File: src/rtl/lsu_mem_arbiter_pkg.sv
// Shared types for the LSU-to-memory arbiter: FSM encoding, request type
// and the index-width helper used by the arbiter and its round-robin picker.
package lsu_mem_arbiter_pkg;

   localparam int STATE_BITS = 3;

   typedef enum logic [STATE_BITS-1:0] {
      IDLE        = 3'd0,
      READ_WAIT   = 3'd1,
      WRITE_WAIT  = 3'd2,
      READ_RELAY  = 3'd3,
      WRITE_RELAY = 3'd4
   } state_t;

   typedef enum logic {
      REQ_READ  = 1'b0,
      REQ_WRITE = 1'b1
   } req_type_t;

   // A single requester still needs a one-bit index so ports never collapse to zero width.
   function automatic int idx_bits(input int n);
      return (n > 1) ? $clog2(n) : 1;
   endfunction

endpackage

File: src/rtl/lsu_mem_arbiter_rr_pick.sv
// Combinational round-robin selector: returns the first asserted request at or
// after the pointer, wrapping modulo the number of requesters.
module rr_pick
   import lsu_mem_arbiter_pkg::*;
#(
   parameter int NUM_REQUESTERS = 4,
   parameter int IDX_BITS       = idx_bits(NUM_REQUESTERS)
) (
   input  logic [NUM_REQUESTERS-1:0] request,
   input  logic [IDX_BITS-1:0]       pointer,
   output logic [IDX_BITS-1:0]       grant_index,
   output logic                      grant_valid
);

   localparam int CW = IDX_BITS + 1;

   logic [CW-1:0]       cand;
   logic [IDX_BITS-1:0] cand_idx;

   // One extra bit lets pointer+offset exceed N before the wrap subtraction.
   always_comb begin
      grant_index = '0;
      grant_valid = 1'b0;
      cand        = '0;
      cand_idx    = '0;
      for (int off = 0; off < NUM_REQUESTERS; off++) begin
         cand = {1'b0, pointer} + CW'(off);
         if (cand >= CW'(NUM_REQUESTERS)) begin
            cand = cand - CW'(NUM_REQUESTERS);
         end
         cand_idx = cand[IDX_BITS-1:0];
         if (!grant_valid && request[cand_idx]) begin
            grant_valid = 1'b1;
            grant_index = cand_idx;
         end
      end
   end

endmodule

File: src/rtl/lsu_mem_arbiter.sv
// Round-robin arbiter sharing one memory read/write channel among the per-thread
// LSUs; one outstanding transaction, registered outputs, valid/ready on both sides.
module lsu_mem_arbiter
   import lsu_mem_arbiter_pkg::*;
#(
   parameter int NUM_REQUESTERS = 4,
   parameter int ADDR_BITS      = 8,
   parameter int DATA_BITS      = 8
) (
   input  logic                                clk,
   input  logic                                reset,
   input  logic [NUM_REQUESTERS-1:0]           req_read_valid,
   input  logic [NUM_REQUESTERS*ADDR_BITS-1:0] req_read_address,
   output logic [NUM_REQUESTERS-1:0]           req_read_ready,
   output logic [NUM_REQUESTERS*DATA_BITS-1:0] req_read_data,
   input  logic [NUM_REQUESTERS-1:0]           req_write_valid,
   input  logic [NUM_REQUESTERS*ADDR_BITS-1:0] req_write_address,
   input  logic [NUM_REQUESTERS*DATA_BITS-1:0] req_write_data,
   output logic [NUM_REQUESTERS-1:0]           req_write_ready,
   output logic                                mem_read_valid,
   output logic [ADDR_BITS-1:0]                mem_read_address,
   input  logic                                mem_read_ready,
   input  logic [DATA_BITS-1:0]                mem_read_data,
   output logic                                mem_write_valid,
   output logic [ADDR_BITS-1:0]                mem_write_address,
   output logic [DATA_BITS-1:0]                mem_write_data,
   input  logic                                mem_write_ready
);

   localparam int IDX_BITS = idx_bits(NUM_REQUESTERS);

   state_t              state, next_state;
   logic [IDX_BITS-1:0] rr_ptr, cur_idx, pick_idx;
   logic [IDX_BITS-1:0] nxt_rr_ptr, nxt_cur_idx, ptr_after_cur;
   logic                pick_valid, grant_ok;
   req_type_t           grant_type;

   logic [NUM_REQUESTERS-1:0]           nxt_req_read_ready, nxt_req_write_ready;
   logic [NUM_REQUESTERS*DATA_BITS-1:0] nxt_req_read_data;
   logic                                nxt_mem_read_valid, nxt_mem_write_valid;
   logic [ADDR_BITS-1:0]                nxt_mem_read_address, nxt_mem_write_address;
   logic [DATA_BITS-1:0]                nxt_mem_write_data;

   rr_pick #(
      .NUM_REQUESTERS(NUM_REQUESTERS),
      .IDX_BITS      (IDX_BITS)
   ) u_rr_pick (
      .request    (req_read_valid | req_write_valid),
      .pointer    (rr_ptr),
      .grant_index(pick_idx),
      .grant_valid(pick_valid)
   );

   // A lingering ready from the previous completion must not be mistaken for the next one.
   assign grant_ok      = pick_valid && !mem_read_ready && !mem_write_ready;
   assign grant_type    = req_read_valid[pick_idx] ? REQ_READ : REQ_WRITE;
   assign ptr_after_cur = (cur_idx == IDX_BITS'(NUM_REQUESTERS - 1)) ? '0 : cur_idx + 1'b1;

   always_ff @(posedge clk or negedge reset) begin
      if (!reset) begin
         state             <= IDLE;
         rr_ptr            <= '0;
         cur_idx           <= '0;
         req_read_ready    <= '0;
         req_write_ready   <= '0;
         req_read_data     <= '0;
         mem_read_valid    <= 1'b0;
         mem_read_address  <= '0;
         mem_write_valid   <= 1'b0;
         mem_write_address <= '0;
         mem_write_data    <= '0;
      end else begin
         state             <= next_state;
         rr_ptr            <= nxt_rr_ptr;
         cur_idx           <= nxt_cur_idx;
         req_read_ready    <= nxt_req_read_ready;
         req_write_ready   <= nxt_req_write_ready;
         req_read_data     <= nxt_req_read_data;
         mem_read_valid    <= nxt_mem_read_valid;
         mem_read_address  <= nxt_mem_read_address;
         mem_write_valid   <= nxt_mem_write_valid;
         mem_write_address <= nxt_mem_write_address;
         mem_write_data    <= nxt_mem_write_data;
      end
   end

   always_comb begin
      next_state = state;
      case (state)
         IDLE: begin
            if (grant_ok) begin
               next_state = (grant_type == REQ_READ) ? READ_WAIT : WRITE_WAIT;
            end
         end
         READ_WAIT:   if (mem_read_ready)            next_state = READ_RELAY;
         WRITE_WAIT:  if (mem_write_ready)           next_state = WRITE_RELAY;
         READ_RELAY:  if (!req_read_valid[cur_idx])  next_state = IDLE;
         WRITE_RELAY: if (!req_write_valid[cur_idx]) next_state = IDLE;
         default:                                    next_state = IDLE;
      endcase
   end

   // Everything holds by default; addresses and write data are only captured at grant.
   always_comb begin
      nxt_rr_ptr            = rr_ptr;
      nxt_cur_idx           = cur_idx;
      nxt_req_read_ready    = req_read_ready;
      nxt_req_write_ready   = req_write_ready;
      nxt_req_read_data     = req_read_data;
      nxt_mem_read_valid    = mem_read_valid;
      nxt_mem_read_address  = mem_read_address;
      nxt_mem_write_valid   = mem_write_valid;
      nxt_mem_write_address = mem_write_address;
      nxt_mem_write_data    = mem_write_data;
      case (state)
         IDLE: begin
            if (grant_ok) begin
               nxt_cur_idx = pick_idx;
               if (grant_type == REQ_READ) begin
                  nxt_mem_read_valid   = 1'b1;
                  nxt_mem_read_address = req_read_address[int'(pick_idx)*ADDR_BITS +: ADDR_BITS];
               end else begin
                  nxt_mem_write_valid   = 1'b1;
                  nxt_mem_write_address = req_write_address[int'(pick_idx)*ADDR_BITS +: ADDR_BITS];
                  nxt_mem_write_data    = req_write_data[int'(pick_idx)*DATA_BITS +: DATA_BITS];
               end
            end
         end
         READ_WAIT: begin
            if (mem_read_ready) begin
               nxt_mem_read_valid = 1'b0;
               nxt_req_read_ready[cur_idx] = 1'b1;
               nxt_req_read_data[int'(cur_idx)*DATA_BITS +: DATA_BITS] = mem_read_data;
            end
         end
         WRITE_WAIT: begin
            if (mem_write_ready) begin
               nxt_mem_write_valid = 1'b0;
               nxt_req_write_ready[cur_idx] = 1'b1;
            end
         end
         READ_RELAY: begin
            if (!req_read_valid[cur_idx]) begin
               nxt_req_read_ready[cur_idx] = 1'b0;
               nxt_rr_ptr = ptr_after_cur;
            end
         end
         WRITE_RELAY: begin
            if (!req_write_valid[cur_idx]) begin
               nxt_req_write_ready[cur_idx] = 1'b0;
               nxt_rr_ptr = ptr_after_cur;
            end
         end
         default: begin
            nxt_req_read_ready  = '0;
            nxt_req_write_ready = '0;
         end
      endcase
   end

endmodule

File: config.mk
export PLATFORM = sky130hd
export DESIGN_NAME = lsu_mem_arbiter
export DESIGN_NICKNAME = d
export VERILOG_FILES = /design/src/rtl/lsu_mem_arbiter_pkg.sv /design/src/rtl/lsu_mem_arbiter_rr_pick.sv /design/src/rtl/lsu_mem_arbiter.sv
export SDC_FILE = /design/constraint.sdc
export NUM_CORES = 1
export LEC_CHECK = 0
export CORE_MARGIN = 5
export CORE_UTILIZATION = 47
export CTS_CLUSTER_SIZE = 12
export DETAILED_ROUTE_END_ITERATION = 10
export GPL_ROUTABILITY_DRIVEN = 0
export PLACE_DENSITY = 0.95
export SYNTH_ARGS = -nofsm -noshare
export SYNTH_HDL_FRONTEND = slang
export SYNTH_SLANG_ARGS = --single-unit
File: constraint.sdc
create_clock -name clk -period 5.1 [get_ports clk]
set_clock_uncertainty 0.1 [all_clocks]
set_input_delay 0.765 -clock clk [delete_from_list [all_inputs] [get_ports clk]]
set_output_delay 0.765 -clock clk [all_outputs]
set_load 0.01 [all_outputs]
# Word level (Yosys, flattened, before mapping)
# Cells that the tools add are included.
# Widths: inputs -> output; s select.
# totals
regBits	73
output_inout_bits	66
wordCells	138
in_bits	116
# op_classes
n_reduce_logical	27
muxes	54
bitwise	9
n_eq_ne	12
addsub	9
shift	5
order_cmp	11
# op_table
cell	count
$shiftx 32x6->8	3
$neg 5->33	1
$shift 8x33->32 const A	1
$shiftx 8x33->32	1
$bwmux 32	1
$mux 2	12
$pmux 4 s3	2
$lt 2x3->1 const B	6
$mux 1	18
$mux 4	4
$mux 3	5
$pmux 3 s5	1
$reduce_and 3->1	5
$bmux 1 s2	7
$ne 2x2->1 const B	7
$or 4x4->4	3
$ge 3x3->1 const B	3
$and 4x4->4	2
$reduce_and 4->1	2
$sub 2x1->2 const B	4
$add 2x2->3 const B	2
$eq 3x2->1 const B	2
$logic_and 1x1->1	6
$reduce_bool 2->1	3
other kinds (17)	26

# Longest topological paths before layout
# logic_depth
word_depth	19
mapped_depth	9

# Cells and area by module
# A second synthesis with hierarchy kept.
# hier_totals
cells_unflattened	325
area_unflattened_um2	3953.8
# by_module_without_submodules
mod	area_each_um2	n_inst	cells_per_inst	seq_area_each_um2
lsu_mem_arbiter	3876.2	1	310	1826.8
rr_pick	77.6	1	15	0.0

# Worst setup path after synthesis
# No wires, ideal clock.
# synth_path
path_kind	input port to flip-flop
from	in req_read_valid[1]
to	reg mem_read_address[0]
path_stages	7
setup_ns	0.125
path_slack_ns	2.535
required_ns	4.875
t_arrival_ns	2.340
cell_sequence	or2_4 > o311ai_4 > a21oi_1 > a22o_1 > or2_1 > buf_6 > mux2_4
# synth_via
elab_chain_cells	16
word_cells_on_any_way	29
# synth_lines
item	line_no	source
start, declared	lsu_mem_arbiter.sv:12	input logic [NUM_REQUESTERS-1:0] req_read_valid,
parallel branches: the longest is 16 deep, another holds $or 4x4->4	--	
end signal, assigned	lsu_mem_arbiter.sv:80	mem_read_address <= nxt_mem_read_address;
end, declared	lsu_mem_arbiter.sv:21	output logic [ADDR_BITS-1:0] mem_read_address,
# Several ways; the timed one is not identified. The select of a mux whose other input is x is not followed.
# A chain may end at the register's enable or synchronous reset.

# Final worst setup path
# layout_path
from	in req_read_valid[1]
to	reg mem_read_address[1]
# Same word-level chain as after synthesis.

==> flow_summary.json <==
{
  "worst-endpoint-arrival_ps": 3550,
  "area_growth_pct": 47.7,
  "period_minus_slack_ps": 3430,
  "hold_path_class": "register to register",
  "fillers": 603,
  "grt_pass1_wl_mm": 22.1,
  "grt_pass1_vias": 4565,
  "fin_crit_sh_pct": 67.2,
  "power_frac_seq_pct": 30.7,
  "syn_inst": 502,
  "slew_headroom_pct": 39.2,
  "groute.layer.met1.usage_pct": 28.9,
  "sw_frac_of_total_pct": 40.3,
  "synth-seq-area-share_pct": 42.6,
  "viasPerCell": 5.86,
  "first_iter_violations": 297,
  "cts_tree": "yes",
  "power.static_leakage_nw": 2.65,
  "numPortBuffers": 181,
  "syn-mean-instance-area_um2": 8.54,
  "layout-drive-gt1-share_pct": 8.56,
  "ctsResizeCount": 0,
  "antenna_found_initial": 0,
  "core_um2": 8810,
  "dp_hpwl_mm": 10.4,
  "reg2reg_depth": 7,
  "min_path_cells": 2,
  "status": "complete, no violations",
  "antenna_cells": 0,
  "fin_area_um2": 6330,
  "power_density_nw_per_um2": 522,
  "max_freq_ghz": 0.292,
  "syn-num-nets": 626,
  "max_cap_violations": 0,
  "cts_root_buffer": "clkbuf_8",
  "clk_pin_slew_worst_paths_ps": 80,
  "dieArea_um2": 11100,
  "synth.distinct_cells": 50,
  "drt-total-wl_mm": 13.7,
  "rsz0062_at_grt": "no",
  "ir_drop_mv": 0.243,
  "hold_viol_final": 0,
  "power.internal_mw": 1.97,
  "dieHeight_um": 106,
  "grt-ovfl-total": 0,
  "rows": 34,
  "pwr-share-comb_pct": 53.6,
  "grt_usage_pct": 24.3,
  "grt_max_degree": 74,
  "use_met2_pct": 41.4,
  "setup_viol_count_final": 0,
  "post_cts_buffers": 0,
  "dr.pass1.iters": 6,
  "async_reset_ff_share_pct": 100,
  "crit_path_start_kind": "input pin",
  "syn_area_um2": 4290,
  "clockBufferDepth": 2,
  "power_switching_mw": 1.33,
  "finalSetupTns_ps": 0,
  "wl_per_cell_um": 17.7,
  "layout.nets": 785,
  "grt_busiest_layer": "met2",
  "clock-sinks": 73,
  "cts_made_buffers": 9,
  "crit_type": "input pin to register",
  "insertion_delay_ps": 350,
  "dieWidth_um": 106,
  "clockPowerShare_pct": 15.6,
  "ios": 182,
  "synth_edf_count": 0,
  "place_area_um2": 6110,
  "num_vias": 4539,
  "use_met3_pct": 6.91,
  "ys_warn_count": 0,
  "cp-end-kind": "register",
  "htreeDepth": 3,
  "synth-seq-cells": 73,
  "synth_ff_type": "dfrtp_1",
  "drc": 0,
  "required_ps": 5230,
  "ctsHoldBuffers": 0,
  "detail-route-antenna-nets": 0,
  "worstMarginPinSlew_ps": 913,
  "crit_fanout": 50,
  "drv_slew": 0,
  "start_util_pct": 48.7
}
power by group through the flow:
stage                     registers [mW]  clock network [mW]  logic (mW)
after detailed placement            1.02                   0        1.77
after global routing                1.05               0.555        1.93
final                               1.02               0.517        1.77
after floorplan                     1.04                   0       0.990
after global placement              1.01                   0        1.70
after CTS                           1.01               0.528        1.77
area by class of cell:
| type | instances | area [um^2] | share of cell area [%] |
|---|---|---|---|
| Multi-Input combinational cell | 379 | 2250 | 35.6 |
| Sequential cell | 73 | 1830 | 28.8 |
| Clock inverter | 7 | 103 | 1.62 |
| Inverter | 12 | 45.0 | 0.711 |
| Tap cell | 108 | 135 | 2.13 |
| Clock buffer | 9 | 124 | 1.96 |
| Timing Repair Buffer | 186 | 1850 | 29.2 |
final timing paths:
| check | end | startpoint | slack [ps] |
|---|---|---|---|
| max in group asynchronous | mem_write_valid | reset | 3860 |
| setup / recovery | mem_read_address[1] | req_read_valid[1] | 1670 |
| min in group asynchronous | req_read_ready[2] | reset | 430 |
| hold / removal | mem_write_data[0] | mem_write_data[0] | 380 |
| setup reg to reg | mem_read_address[1] | rr_ptr[1] | 2270 |
| hold reg to reg | mem_write_data[0] | mem_write_data[0] | 380 |
metrics by stage:
stage	hold slack, ps	utilization [%]	std cells	power (mW)	setup WS (ps)
2_1_floorplan	369	-	502	2.03	2530
3_3_place_gp	360	69.4	758	2.71	1420
3_5_place_dp	367	69.4	758	2.79	1330
4_1_cts	386	71.9	774	3.32	1690
5_1_grt	399	71.9	774	3.54	1540
6_report	382	71.9	774	3.31	1670
kinds of logic (layout without fill, tap and decap cells):
| kind of cell | Yosys count | in the layout | synth area share, % |
|---|---|---|---|
| AOI/OAI and AO/OA | 166 | 166 | 25.7 |
| adders and majority gates | 8 | 8 | 2.33 |
| buffers and inverters | 50 | 214 | 4.93 |
| DFF | 73 | 73 | 42.6 |
| muxes | 12 | 12 | 4.32 |
| and+or+nand+nor | 193 | 193 | 20.1 |
metal layers:
layer  vias up  share of wire, %
li1       2116                 -
met1      2125                38
met2       270                50
met3        28                10
met4         0               2.5
met5         -                 0
flip-flops by register name (all words and copies together) (netlist names):
signal,cells
req_read_ready,4
req_write_ready,4
state,3
rr_ptr,2
mem_read_valid,1
mem_read_address,8
mem_write_valid,1
cur_idx,2
mem_write_data,8
mem_write_address,8
req_read_data,32
cells in the mapped netlist, drive strengths merged, types with 2 or more instances:
master | number | area share [%]
nand2 | 124 | 11
dfrtp | 73 | 43
a21oi | 39 | 4.6
o21ai | 38 | 4.4
clkbuf | 27 | 2.4
nand3 | 24 | 2.8
a31o | 17 | 3.5
o31ai | 17 | 3.0
inv | 12 | 1.1
buf | 11 | 1.5
and3 | 10 | 1.5
o211ai | 10 | 1.8
a211oi | 9 | 1.6
a31oi | 9 | 1.3
nor2 | 9 | 0.79
ha | 8 | 2.3
mux2 | 8 | 2.8
or2 | 5 | 0.85
nand3b | 4 | 0.70
nor2b | 4 | 0.58
nor3 | 4 | 0.47
o22ai | 4 | 0.58
or3 | 4 | 0.70
a21o | 3 | 0.53
o32a | 3 | 0.70
a22oi | 2 | 0.35
a32oi | 2 | 0.41
mux2i | 2 | 0.47
mux4 | 2 | 1.1
nor4 | 2 | 0.44
o21a | 2 | 0.35
o21bai | 2 | 0.35
cell usage in the layout, fill, tap and decap left out, drive strengths merged, types with 10 or more instances in the layout:
master and count:
clkdlybuf4s50 180, nand2 124, dfrtp 73, a21oi 39, o21ai 38, nand3 24, a31o 17, o31ai 17
inv 14, o211ai 10, and3 10
worst max-delay path: stages:
cell	delay [ps]
clkdlybuf4s50_1	500
or2_4	330
o311ai_4	290
buf_4	470
a21oi_1	130
a22o_1	260
or2_1	410
mux2_4	380
No activity file was read; power rests on OpenSTA's default activity.
